--- src/rtl/dec2ex_stall_ctrl.sv ---
// Decode-to-execute stall control: sequences iterative mul/div ops and derives the dec2ex register-group load enables.
// Optional feature macro: MULDIV_EARLY_OUT_EN (md_early finishes a busy operation on the next cycle).
module dec2ex_stall_ctrl #(
   parameter int W = 32
) (
   input  logic       clk,
   input  logic       reset,
   input  logic       dec_stall,
   input  logic       stall_mmu,
   input  logic       trap,
   input  logic       md_start,
   input  logic       md_is_div,
   input  logic       md_early,
   output logic [5:0] grp_en,
   output logic       md_busy,
   output logic       md_done,
   output logic       md_abort,
   output logic [5:0] md_cnt
);

   localparam logic [5:0] MUL_CNT = 6'(W / 2 - 1);
   localparam logic [5:0] DIV_CNT = 6'(W - 1);
`ifdef MULDIV_EARLY_OUT_EN
   localparam logic EARLY_EN = 1'b1;
`else
   localparam logic EARLY_EN = 1'b0;
`endif

   typedef enum logic [1:0] {
      IDLE = 2'd0,
      BUSY = 2'd1,
      DONE = 2'd2
   } state_t;

   state_t     r_state;
   state_t     w_state_nxt;
   logic [5:0] r_cnt;
   logic [5:0] w_cnt_nxt;
   logic       r_busy;
   logic       r_done;
   logic       r_abort;
   logic       w_abort_nxt;
   logic [5:0] w_reload;
   logic       w_busy_eff;
   logic       w_hold;

   assign w_reload = md_is_div ? DIV_CNT : MUL_CNT;

   // Next-state and next-count logic; trap always takes priority over start/completion
   always_comb begin
      w_state_nxt = r_state;
      w_cnt_nxt   = r_cnt;
      w_abort_nxt = 1'b0;
      case (r_state)
         IDLE: begin
            if (md_start && !trap) begin
               w_state_nxt = BUSY;
               w_cnt_nxt   = w_reload;
            end else begin
               w_state_nxt = IDLE;
               w_cnt_nxt   = 6'd0;
            end
         end
         BUSY: begin
            if (trap) begin
               w_state_nxt = IDLE;
               w_cnt_nxt   = 6'd0;
               w_abort_nxt = 1'b1;
            end else if (r_cnt == 6'd0 || (EARLY_EN && md_early)) begin
               w_state_nxt = DONE;
               w_cnt_nxt   = 6'd0;
            end else begin
               w_state_nxt = BUSY;
               w_cnt_nxt   = r_cnt - 6'd1;
            end
         end
         DONE: begin
            if (trap) begin
               w_state_nxt = IDLE;
               w_cnt_nxt   = 6'd0;
               w_abort_nxt = 1'b1;
            end else if (md_start) begin
               w_state_nxt = BUSY;
               w_cnt_nxt   = w_reload;
            end else begin
               w_state_nxt = IDLE;
               w_cnt_nxt   = 6'd0;
            end
         end
         default: begin
            w_state_nxt = IDLE;
            w_cnt_nxt   = 6'd0;
         end
      endcase
   end

   // State, counter and status flags; flags follow the next state so they align with it
   always_ff @(posedge clk) begin
      if (reset) begin
         r_state <= IDLE;
         r_cnt   <= 6'd0;
         r_busy  <= 1'b0;
         r_done  <= 1'b0;
         r_abort <= 1'b0;
      end else begin
         r_state <= w_state_nxt;
         r_cnt   <= w_cnt_nxt;
         r_busy  <= (w_state_nxt == BUSY);
         r_done  <= (w_state_nxt == DONE);
         r_abort <= w_abort_nxt;
      end
   end

   // While reset is held the enables must look as if the FSM were already idle
   assign w_busy_eff = reset ? 1'b0 : r_busy;
   assign w_hold     = dec_stall | w_busy_eff;

   assign grp_en[0] = ~w_hold;
   assign grp_en[1] = ~w_hold | w_busy_eff;
   assign grp_en[2] = w_busy_eff;
   assign grp_en[3] = ~w_hold | trap;
   assign grp_en[4] = 1'b1;
   assign grp_en[5] = ~dec_stall | stall_mmu;

   assign md_busy  = r_busy;
   assign md_done  = r_done;
   assign md_abort = r_abort;
   assign md_cnt   = r_cnt;

endmodule

--- config.mk ---
export PLATFORM = sky130hd
export DESIGN_NAME = dec2ex_stall_ctrl
export DESIGN_NICKNAME = d
export VERILOG_FILES = /design/src/rtl/dec2ex_stall_ctrl.sv
export SDC_FILE = /design/constraint.sdc
export NUM_CORES = 1
export LEC_CHECK = 0
export ABC_AREA = 1
export BUFFER_PORTS_ARGS = -buffer_cell sky130_fd_sc_hd__buf_2
export CORE_UTILIZATION = 45
export CTS_CLUSTER_SIZE = 20
export DETAILED_ROUTE_END_ITERATION = 10
export GPL_ROUTABILITY_DRIVEN = 0
export PLACE_DENSITY = 0.76
export SYNTH_ARGS = -nofsm -noshare
export SYNTH_HDL_FRONTEND = slang
export SYNTH_SLANG_ARGS = --single-unit
export TNS_END_PERCENT = 10
--- constraint.sdc ---
create_clock -name clk -period 2.6 [get_ports clk]
set_input_delay 0.13 -clock clk [delete_from_list [all_inputs] [get_ports clk]]
set_output_delay 0.13 -clock clk [all_outputs]
set_load 0.01 [all_outputs]
**Word level (Yosys, flattened, before mapping)**

Cells that the tools add are included.

- Input bits: 8
- Flip-flop bits (word level): 11

- Bitwise gates (word level): 7
- Reductions and logical operators: 6
- Add/subtract/negate cells: 1
- Mux-type cells: 15
- Equal/unequal tests: 4

Operators by type and width:

| operator | count |
|---|---|
| 2-to-1 mux 5 bit | 4 |
| case mux 6 bit (3 select lines) | 1 |
| 2-to-1 mux 6 bit | 2 |
| logical NOT 6 bit | 1 |
| case mux 2 bit (3 select lines) | 1 |
| subtractor 6 x 1 -> 6 bit, second input constant | 1 |
| 2-to-1 mux 1 bit | 5 |
| equality test 2 x 1 -> 1 bit, second input constant | 2 |
| equality test 2 bit, second input constant | 2 |
| 2-to-1 mux 2 bit | 2 |
| OR 1 bit | 4 |
| OR reduction 2 bit | 2 |
| inverter 1 bit | 3 |
| logical NOT 2 bit | 1 |
| logical AND 1 bit | 1 |
| logical NOT 1 bit | 1 |

**Depth between registers and ports, before layout**

- Depth in word-level cells: 5
- Depth in mapped cells: 8
- Gate-level depth less buffers: 8

**Least setup slack after synthesis**

No wires, ideal clock.

- Kind: register to register
- Start point: register r_cnt[0], in the netlist md_cnt[0]
- End point: register r_busy, in the netlist md_busy
- Clock period less this slack: 1.094 ns
- Stages on the path, launching flop included: 8
- Data arrival time: 1.029 ns
- Setup slack: 1.506 ns
- Data required time: 2.535 ns
- Buffers on the path: 0
- Path through: dfxtp_1 > inv_1 > ha_1 > nand3_2 > nand2_2 > nand2_2 > nand2_2 > nor2_1

- Longest elaborated chain between the ends: 5

RTL lines:

| what | RTL line | text |
|---|---|---|
| start, declared | 37 | `logic [5:0] r_cnt;` |
| start signal, assigned | 107 | `r_cnt <= w_cnt_nxt;` |
| logical NOT 6 bit | 69 | `end else if (r_cnt == 6'd0 \|\| (EARLY_EN && md_early)) begin` |
| 2-to-1 mux 2 bit | 69 |  |
| 2-to-1 mux 2 bit | 65 | `if (trap) begin` |
| case mux 2 bit (3 select lines) | 54 | `case (r_state)` |
| equality test 2 x 1 -> 1 bit | 108 | `r_busy <= (w_state_nxt == BUSY);` |
| end signal, assigned | 108 |  |
| end, declared | 39 | `logic r_busy;` |

Every way passes these cells.
A chain may end at the register's enable or synchronous reset.

**Final worst setup path**

- Start point: register r_state[0]
- End point: register r_cnt[3], in the netlist md_cnt[3]

- Longest elaborated chain between the ends: 2
- Elaborated cells on any way between the ends: 4
- Classes of those cells: eq/ne: 2; mux: 1; reduce/logical: 1

RTL lines:

| what | RTL line | text |
|---|---|---|
| start, declared | 35 | `state_t r_state;` |
| start signal, assigned | 106 | `r_state <= w_state_nxt;` |
| equality test 2 bit (tied with other cells) | 54 |  |
| case mux 6 bit (3 select lines) * | 54 |  |

Every way passes the cells marked *; elsewhere a longest branch is shown, timed or not.

==> results.md <==
- Type of the worst setup path: register to register
- Ranking of synthesized cells by area: dfxtp_1 (36%), ha_1 (12%), inv_1 (12%)
- CP Capture Type: register
- Primary FF master, synth: dfxtp_1
- CTS H-tree depth: 1
- Final HPWL DP: 910 um
- Worst min-delay path category: primary input to register
- Slew Viols, Final: 0
- Syn Nets: 101
- Nets: 124
- Seq cells post-synth: 11
- Share of the synthesized area in the top cell type: a little over a third
- Vias per inst: ~4.5
- Peak VDD IR: 0.000337 V
- Initial DRC count: 12
- RSZ-0062 raised after global routing: no
- Netlist cell types: 17
- First-pass GRT wire length: 1.86 mm
- Area Growth Syn to Fin: 21.1%
- Fin crit period: 1.21 ns
- Worst Setup EP: md_cnt[3]
- Remaining DRCs: 0
- Rows: 12
- Status: finished clean
- Total clock sinks: 11
- Total grt overflow: 0
- Post-synth EDFFs: 0
- Core area: 0.00119 mm2
- Crit share post-route: 46.6%
- Post-Syn Area: 611 um2
- Worst-path fanout max: 5
- Total number of vias: 559
- Post-route setup TNS: 0 ns
- Cts repair resizes: 0
- Register-to-Register Path Depth: 8
- Most common library cells after synthesis: inv_1 (19), nor2_1 (17), dfxtp_1 (11), nand2_1 (10)
- Synth Warn #: 0
- Leak pwr: 0.424 nW
- Initial antenna violation count: 0
- Clock Skew: 0.00120 ns
- Clock Latency Late Sink: roughly 0.27 ns
- FFs w/ async S/R, synth: 0%
- Post-synthesis cell count: 87
- Beginning of the critical path: r_state[0]
- Wire length per cell: 8.89 um
- Drt first pass iters: 3
- Bufs on Longest Clock Path: 2
- Worst EP arrival: 1.37 ns
- DP Worst Slack: approximately 1.4 ns
- Die Wd: 38.8 um
- Share of layout cells above drive strength 1: 25.7%
- Startpoint Class: register
- Die ar.: 0.00151 mm2
- Reg-to-Reg End: md_cnt[3]
- Antenna Cells: 0
- Post-Syn Area per Cell: 7.02 um2
- Worst r2r src: r_state[0]
- Vias in the first global route: about 500
- Yosys top cell by area: dfxtp_1
- Setup Fix Bufs, Post-CTS: 0
- Max Cap Violations: 0
- Most frequent cell after synthesis: inv_1
- Final WL: 1.09 mm
- Die Y: 38.8 um
- Final setup violation count: 0
- I/O Pins: 23
- CTS clk-pin slew, worst paths: 0.07 ns
- Worst Path Required: 2.76 ns
- DRT antenna net count: 0
- GRT Total Usage: 19.2%
- Num CTS Buffers: 3
- CTS tree: built
- Hold Buf Count CTS: 0
- Initial Util: about half
- Final Hold Vio Count: 0
- Power density cells: 498 mW/mm2
- FF-to-FF setup slack: 1.39 ns
- Max Clk Rate: 826 MHz
- Sequential-to-total area share from yosys stat: 36.1%
- PortBufs: 20
- Largest net degree at the start of global routing: 7
- CTS root buffer: clkbuf_4
- Setup ws final: 1.39 ns
-- kinds of logic (layout without fill, tap and decap cells) --
logic type / Yosys count / after routing / share of synthesized area (%)
AOI/OAI and AO/OA: 5 / 5 / 4.10
xor gates and xnor gates: 1 / 1 / 1.43
adders and majority gates: 6 / 6 / 12.3
buffers and inverters: 21 / 43 / 14.1
DFF: 11 / 11 / 36.1
other: 1 / 1 / 0.614
and+or+nand+nor: 42 / 42 / 31.4
-- report_power, final --
part / switching (mW) / internal (mW) / total (mW)
Sequential: 0.00568 / 0.175 / 0.181
Combinational: 0.0429 / 0.0295 / 0.0723
Clock: 0.0560 / 0.0594 / 0.115
Total: 0.105 / 0.264 / 0.369
-- sequential cells by signal (all words and copies together) (netlist names) --
name / flops
md_done: 1
r_state: 2
md_cnt: 6
md_busy: 1
md_abort: 1
-- per-layer routing --
| layer | track usage (%) | share of wire (%) | up-vias |
|---|---|---|---|
| met1 | 18.5 | 44 | 231 |
| li1 | - | - | 307 |
| met2 | 32.1 | 47 | 19 |
| met5 | 0 | 0 | - |
| met4 | 10.3 | 1.0 | 0 |
| met3 | 10.4 | 7.8 | 2 |
-- critical path, cell delays in order, from the launching register on --
cell	delay, ns
dfxtp_1	0.36
inv_1	0.07
ha_1	0.19
inv_1	0.05
nand2_1	0.04
nand3_1	0.09
inv_1	0.12
a21oi_1	0.14
nor2_1	0.06
-- stage by stage --
| step | hold WS [ns] | power [mW] | cell area (um2) | util, % | instances |
|---|---|---|---|---|---|
| after floorplan | 0.202 | 0.236 | 611 | - | 87 |
| after global placement | 0.354 | 0.256 | 713 | 60.1 | 119 |
| after detailed placement | 0.366 | 0.258 | 713 | 60.1 | 119 |
| after CTS | 0.0817 | 0.373 | 739 | 62.3 | 123 |
| after global routing | 0.0718 | 0.399 | 739 | 62.3 | 123 |
| final | 0.0874 | 0.369 | 739 | 62.3 | 123 |
-- worst min-delay path by stage --
| stage | from | endpoint | slack (ns) | depth (start not counted) |
|---|---|---|---|---|
| detailed placement | reset | md_abort | 0.37 | 2 |
| floorplan | reset | md_abort | 0.20 | 1 |
| finish | reset | md_abort | 0.09 | 2 |
| global placement | reset | md_abort | 0.35 | 2 |
| CTS | reset | md_abort | 0.08 | 2 |
| global route | reset | md_abort | 0.07 | 2 |
-- area by class of cell --
cell class	instances	area (um2)
clock buffer	4	26.3
fill	106	447
inverter	19	71.3
multi-input combinational	55	304
sequential	11	220
tap	14	17.5
timing repair buffer	20	100
-- cells in the final DEF (no fill, tap or decap), drive strengths merged, types with 2 or more instances in the layout --
cell type and instances:
buf 20, inv 19, nor2 18, nand2 13
dfxtp 11, nand3 7, ha 6, clkbuf 4
o21ai 3, nand4 2, a21oi 2
No activity file was read; power rests on OpenSTA's default activity.
